### config.mk
export PLATFORM = sky130hd
export DESIGN_NAME = tensor_operand_sequencer
export DESIGN_NICKNAME = d
export VERILOG_FILES = /design/src/rtl/tensor_operand_sequencer.sv
export SDC_FILE = /design/constraint.sdc
export NUM_CORES = 2
export LEC_CHECK = 0
export ABC_AREA = 1
export BUFFER_PORTS_ARGS = -buffer_cell sky130_fd_sc_hd__buf_4
export CORE_AREA = 3 3 744 746
export DETAILED_ROUTE_END_ITERATION = 6
export DIE_AREA = 0 0 747 749
export GPL_TIMING_DRIVEN = 0
export SETUP_SLACK_MARGIN = 0.5
export SYNTH_ARGS = -nofsm -noshare
export SYNTH_HDL_FRONTEND = slang
export SYNTH_SLANG_ARGS = --single-unit
### constraint.sdc
create_clock -name clk -period 59 [get_ports clk]
set_input_delay 11.8 -clock clk [delete_from_list [all_inputs] [get_ports clk]]
set_output_delay 11.8 -clock clk [all_outputs]
set_load 0.02 [all_outputs]
### src/rtl/tensor_operand_sequencer.sv
// Runs one D = A*B + C on the tensor core: fetch A/B/C rows, launch, capture D, write D rows back.
// Latency: 1 + 6*SIZE cycles from accept to launch with zero-wait memory; then core time, SIZE write cycles, done.
// Backpressure: single outstanding read; read and write requests hold address/data stable until accepted.
module tensor_operand_sequencer #(
    parameter int DATA_WIDTH = 16,
    parameter int ACC_WIDTH  = 32,
    parameter int SIZE       = 4,
    parameter int ADDR_WIDTH = 16
) (
    input  logic                               clk,
    input  logic                               rst,
    input  logic                               req_valid,
    output logic                               req_ready,
    input  logic [ADDR_WIDTH-1:0]              req_addr_a,
    input  logic [ADDR_WIDTH-1:0]              req_addr_b,
    input  logic [ADDR_WIDTH-1:0]              req_addr_c,
    input  logic [ADDR_WIDTH-1:0]              req_addr_d,
    output logic                               rd_req_valid,
    input  logic                               rd_req_ready,
    output logic [ADDR_WIDTH-1:0]              rd_req_addr,
    input  logic                               rd_resp_valid,
    input  logic [SIZE*ACC_WIDTH-1:0]          rd_resp_data,
    output logic                               wr_valid,
    input  logic                               wr_ready,
    output logic [ADDR_WIDTH-1:0]              wr_addr,
    output logic [SIZE*ACC_WIDTH-1:0]          wr_data,
    output logic                               core_valid_in,
    output logic signed [DATA_WIDTH-1:0]       core_matrix_a [SIZE][SIZE],
    output logic signed [DATA_WIDTH-1:0]       core_matrix_b [SIZE][SIZE],
    output logic signed [ACC_WIDTH-1:0]        core_matrix_c [SIZE][SIZE],
    input  logic                               core_valid_out,
    input  logic signed [ACC_WIDTH-1:0]        core_matrix_d [SIZE][SIZE],
    output logic                               busy,
    output logic                               done
);
    localparam int            RW       = (SIZE > 1) ? $clog2(SIZE) : 1;
    localparam logic [RW-1:0] LAST_ROW = RW'(SIZE - 1);
    localparam logic [1:0]    SEL_A    = 2'd0;
    localparam logic [1:0]    SEL_B    = 2'd1;
    localparam logic [1:0]    SEL_C    = 2'd2;

    typedef enum logic [2:0] {
        IDLE,
        RD_REQ,
        RD_WAIT,
        FIRE,
        WAIT_CORE,
        WR,
        DONE
    } state_t;

    state_t                      state;
    logic [ADDR_WIDTH-1:0]       base_a, base_b, base_c, base_d;
    logic [1:0]                  mat_sel;
    logic [RW-1:0]               row;
    logic signed [ACC_WIDTH-1:0] mat_d [SIZE][SIZE];

    logic [RW-1:0]               row_inc;
    logic [RW-1:0]               next_row;
    logic [1:0]                  next_sel;
    logic [ADDR_WIDTH-1:0]       next_base;
    logic [ADDR_WIDTH-1:0]       next_rd_addr;
    logic                        last_read;

    // Next read position is precomputed so rd_req_addr can be registered on the RD_WAIT -> RD_REQ step.
    always_comb begin
        row_inc   = row + 1'b1;
        last_read = (mat_sel == SEL_C) && (row == LAST_ROW);
        next_row  = (row == LAST_ROW) ? '0 : row_inc;
        next_sel  = (row == LAST_ROW) ? mat_sel + 2'd1 : mat_sel;
        case (next_sel)
            SEL_A:   next_base = base_a;
            SEL_B:   next_base = base_b;
            default: next_base = base_c;
        endcase
        next_rd_addr = next_base + ADDR_WIDTH'(next_row);
    end

    always_ff @(posedge clk or posedge rst) begin
        if (rst) begin
            state         <= IDLE;
            req_ready     <= 1'b1;
            busy          <= 1'b0;
            done          <= 1'b0;
            rd_req_valid  <= 1'b0;
            rd_req_addr   <= '0;
            wr_valid      <= 1'b0;
            wr_addr       <= '0;
            wr_data       <= '0;
            core_valid_in <= 1'b0;
            base_a        <= '0;
            base_b        <= '0;
            base_c        <= '0;
            base_d        <= '0;
            mat_sel       <= SEL_A;
            row           <= '0;
            for (int i = 0; i < SIZE; i++) begin
                for (int j = 0; j < SIZE; j++) begin
                    core_matrix_a[i][j] <= '0;
                    core_matrix_b[i][j] <= '0;
                    core_matrix_c[i][j] <= '0;
                    mat_d[i][j]         <= '0;
                end
            end
        end else begin
            core_valid_in <= 1'b0;
            done          <= 1'b0;
            case (state)
                IDLE: begin
                    if (req_valid) begin
                        base_a       <= req_addr_a;
                        base_b       <= req_addr_b;
                        base_c       <= req_addr_c;
                        base_d       <= req_addr_d;
                        mat_sel      <= SEL_A;
                        row          <= '0;
                        rd_req_valid <= 1'b1;
                        rd_req_addr  <= req_addr_a;
                        req_ready    <= 1'b0;
                        busy         <= 1'b1;
                        state        <= RD_REQ;
                    end
                end
                RD_REQ: begin
                    if (rd_req_ready) begin
                        rd_req_valid <= 1'b0;
                        state        <= RD_WAIT;
                    end
                end
                RD_WAIT: begin
                    if (rd_resp_valid) begin
                        for (int j = 0; j < SIZE; j++) begin
                            case (mat_sel)
                                SEL_A:   core_matrix_a[row][j] <= rd_resp_data[j*DATA_WIDTH +: DATA_WIDTH];
                                SEL_B:   core_matrix_b[row][j] <= rd_resp_data[j*DATA_WIDTH +: DATA_WIDTH];
                                default: core_matrix_c[row][j] <= rd_resp_data[j*ACC_WIDTH +: ACC_WIDTH];
                            endcase
                        end
                        if (last_read) begin
                            core_valid_in <= 1'b1;
                            state         <= FIRE;
                        end else begin
                            row          <= next_row;
                            mat_sel      <= next_sel;
                            rd_req_addr  <= next_rd_addr;
                            rd_req_valid <= 1'b1;
                            state        <= RD_REQ;
                        end
                    end
                end
                FIRE: begin
                    state <= WAIT_CORE;
                end
                WAIT_CORE: begin
                    if (core_valid_out) begin
                        for (int i = 0; i < SIZE; i++) begin
                            for (int j = 0; j < SIZE; j++) begin
                                mat_d[i][j] <= core_matrix_d[i][j];
                            end
                        end
                        for (int j = 0; j < SIZE; j++) begin
                            wr_data[j*ACC_WIDTH +: ACC_WIDTH] <= core_matrix_d[0][j];
                        end
                        wr_addr  <= base_d;
                        wr_valid <= 1'b1;
                        row      <= '0;
                        state    <= WR;
                    end
                end
                WR: begin
                    if (wr_ready) begin
                        if (row == LAST_ROW) begin
                            wr_valid <= 1'b0;
                            done     <= 1'b1;
                            state    <= DONE;
                        end else begin
                            row     <= row_inc;
                            wr_addr <= base_d + ADDR_WIDTH'(row_inc);
                            for (int j = 0; j < SIZE; j++) begin
                                wr_data[j*ACC_WIDTH +: ACC_WIDTH] <= mat_d[row_inc][j];
                            end
                        end
                    end
                end
                DONE: begin
                    req_ready <= 1'b1;
                    busy      <= 1'b0;
                    state     <= IDLE;
                end
                default: begin
                    state <= IDLE;
                end
            endcase
        end
    end

endmodule

==> impl_metrics.py <==
metrics = {
    "outcome": {
        "status": "complete, no violations",
    },
    "clocking": {
        "ctsHtreeMaxLevel": 4,
        "cts_tree": "done",
        "cts_setup_buffers": 0,
        "cts_buffers": 215,
        "cts_root_buffer": "clkbuf_16",
        "clk_latency_ps": 940,
        "cts.repair.resized": 0,
        "max-clock-path-buffers": 4,
        "cts_hold_buffers": 0,
        "numClockSinks": 1773,
        "clk_pin_slew_worst_paths_ps": 60,
    },
    "synth": {
        "synth_compound_area_share_pct": 13.72,
        "yosysSeqAreaShare_pct": 62.33,
        "synth.area.top_cells": "dfrtp_1 62%, o21ai_0 12%, nand2_1 9.0%, mux2_1 3.2%, mux2_4 2.1%",
        "synth-edff-count": 0,
        "synthesis.nets": 7806,
        "yosys-top-cells-count": "1772 x dfrtp_1, 1698 x nand2_1, 1682 x o21ai_0",
        "synth_flop_cell": "dfrtp_1",
        "postSynthCellCount": 7082,
        "synth.distinct_cells": 41,
        "synth_seq_cells": 1773,
        "synth-simple-area-share_pct": 11.33,
        "synth-xor-area-share_pct": 0.1230,
        "async_flop_share_pct": 100.0,
        "syn_area_um2": 71180,
        "yosysWarnings": 0,
        "syn_area_per_cell_um2": 10.05,
        "synthAdderAreaFrac_pct": 0.2496,
        "synth_top_cell_area_share_pct": 62.30,
        "synth.mux.area_fraction_pct": 6.602,
        "synth.most_common_cell": "dfrtp_1",
        "yosysTopAreaCell": "dfrtp_1",
        "synth_top_family_by_area": "compound AO/OA/AOI/OAI gates",
    },
    "worst_setup_path": {
        "crit_cells": 18,
        "r2r_end": "wr_data[66]$_DFFE_PP0P_",
        "cp_common_cell": "buf_12",
        "crit_end": "core_matrix_c[509]$_DFFE_PP0P_",
        "end_kind": "asynchronous set/reset pin",
        "path_delay_family": "buffers and inverters",
        "crit_path_max_incr_delay_ps": 370,
        "timing.rr.start": "row[0]$_DFFE_PP0P_",
        "r2r_setup_slack_ps": 52230,
        "worstSetupPathType": "input pin to asynchronous set/reset pin",
        "cp_max_fo": 43,
        "critical_path_buf_inv_count": 18,
        "critPathLaunchType": "input pin",
        "crit_chain": "buf_4 -> clkinvlp_4 -> buf_12 -> buf_12 -> buf_12 -> buf_12 -> buf_12 -> buf_12 -> buf_12 -> buf_12 -> buf_12 -> buf_12 -> buf_12 -> buf_12 -> buf_12 -> buf_12 -> buf_12 -> buf_12",
        "worstRegToRegCells": 11,
        "cp-startpoint": "rst",
        "worstPathArrival_ps": 16870,
        "slowest_stage": "clkinvlp_4",
        "cp.required_ps": 60100,
    },
    "sta": {
        "setup_viol": 0,
        "fmaxAchievable_ghz": 0.06340,
        "setup_tns_ps": 0,
        "fin_crit_sh_pct": 26.73,
        "rsz0062_at_grt": "false",
        "fin_worst_skew_ps": 80.85,
        "finalHoldViolations": 0,
        "maxSlewViolCount": 0,
        "fin_crit_ps": 15770,
        "worstMarginPinSlew_ps": 1475,
        "relSlewSlack_pct": 1.655,
    },
    "final_layout": {
        "fillers": 60730,
        "area_growth_pct": 45.85,
        "fin_nets": 10010,
        "drive_gt1_share_pct": 29.18,
        "fin_area_um2": 103800,
    },
    "detailed_routing": {
        "firstDrtPassIters": 6,
        "drt-vias-per-instance": 3.928,
        "drtAntennaViolNets": 0,
        "drtIter0Drc": 6696,
        "wl_mm": 520.9,
        "avgRoutedWirePerCell_um": 30.97,
        "via_count": 66070,
        "drc_errors": 0,
    },
    "floorplanning": {
        "dieArea_um2": 559500,
        "die_y_um": 749,
        "core_um2": 547900,
        "start_util_pct": 12.99,
        "fp-row-count": 272,
        "ioPinCount": 1901,
        "die_w_um": 747,
    },
    "grt": {
        "overflow": 0,
        "grt_usage_pct": 17.83,
        "first_global_vias": 64400,
        "grt_max_degree": 44,
        "grt_pass1_wl_mm": 660.9,
        "antenna_found_initial": 239,
    },
    "flow_run": {
        "drv_cap": 0,
    },
    "power": {
        "clock_power_share_pct": 26.7,
        "power.internal_uw": 3056,
        "p_comb_share_pct": 38.6,
        "vdd_drop_max_mv": 0.03355,
        "seqPwrFrac_pct": 34.7,
        "power.density_nw_per_um2": 50.29,
        "power_leakage_uw": 0.04861,
        "power.switching_uw": 2165,
        "switching_share_pct": 41.47,
    },
    "hold_path": {
        "min_from": "base_a[6]$_DFFE_PP0P_",
        "hold_path.class": "flop to flop",
        "holdPathStages": 2,
    },
    "placement": {
        "portBuffers": 1900,
        "gp_congestion": 0.9275,
        "dpl-instance-area_um2": 96300,
        "hpwl_mm": 437.2,
    },
}
[routing by layer]
metal  up-vias  routed length, um  track usage, %
met3       927              50100           6.493
met1     33350             194700           20.12
met2      3781             249800           30.35
met5         -                558          0.1801
met4        66              25760           7.279
li1      27950                  -               -
[per-stage QoR]
| stage | instances | util, % | hold WS [ps] | total power [uW] | worst slack [ps] |
|---|---|---|---|---|---|
| finish | 16820 | 18.95 | 475.5 | 5221 | 43230 |
| detailed placement | 16330 | 17.57 | 458.8 | 3861 | 42190 |
| CTS | 16720 | 18.90 | 475.4 | 5281 | 43260 |
| floorplan | 7082 | - | 440.1 | 2800 | 22610 |
| global route | 16750 | 18.91 | 499.1 | 5468 | 42770 |
| global placement | 16240 | 17.25 | 459.0 | 3838 | 10420 |
[how the worst min path moves through the flow]
stage                             endpoint
global placement     base_a[6]$_DFFE_PP0P_
global route        mat_d[451]$_DFFE_PP0P_
finish               base_a[6]$_DFFE_PP0P_
floorplan            base_a[6]$_DFFE_PP0P_
detailed placement   base_a[6]$_DFFE_PP0P_
CTS                  base_a[6]$_DFFE_PP0P_
[cell usage in the layout (no fill, tap or decap), types with 10 or more instances in the layout]
cell	count
buf_4	1916
dfrtp_1	1772
nand2_1	1698
o21ai_0	1675
inv_1	358
clkbuf_1	344
nor2_1	308
clkbuf_16	215
mux2_1	201
o22ai_1	128
diode_2	104
mux2_4	100
mux2_2	83
buf_2	75
o21ai_1	73
buf_12	72
nand3_1	66
clkbuf_2	62
buf_6	56
clkbuf_8	41
clkinv_2	28
a21oi_1	18
buf_8	12
bufinv_16	12
inv_6	12
clkinvlp_4	11
ha_1	11
xor2_1	10
inv_8	10
clkinv_4	10
[cell families (layout without fill, tap and decap cells)]
family,count (synthesis),count (layout)
simple gates,2102,2102
mux,384,384
xor+xnor,10,10
flops,1773,1773
buf+inv,889,3263
compound gates,1911,1911
fa+ha+maj,13,13
other cells,0,104
[area by class of cell]
cell class / instances / area (um^2) / area share, %
inverters: 368 / 1385 / 1.334
well taps: 7261 / 9085 / 8.751
diodes: 104 / 260.3 / 0.2507
plain buffers: 521 / 2713 / 2.613
clock buffers: 296 / 6095 / 5.871
multi-input cells: 4420 / 22790 / 21.96
flip-flops and latches: 1773 / 44370 / 42.74
clock inverters: 93 / 1164 / 1.121
repair buffers: 1985 / 15950 / 15.36
[state kept, by name, indices dropped and copies added (netlist names), 128 cells and up]
signal,count
core_matrix_a,256
core_matrix_b,256
core_matrix_c,512
mat_d,512
wr_data,128
[power groups by stage]
stage	clock (uW)	combinational, uW	sequential [uW]
CTS	1430	2040	1810
detailed placement	0	2040	1820
floorplan	0	898	1900
global route	1470	2150	1840
finish	1390	2020	1810
global placement	0	2000	1840
[tightest hold or removal path, delay by kind of cell, from the launching register on]
kind | cells | cell delay [ps]
flip-flops | 1 | 340
AND/OR/NAND/NOR | 2 | 100
(Power assumes the default switching activity.)
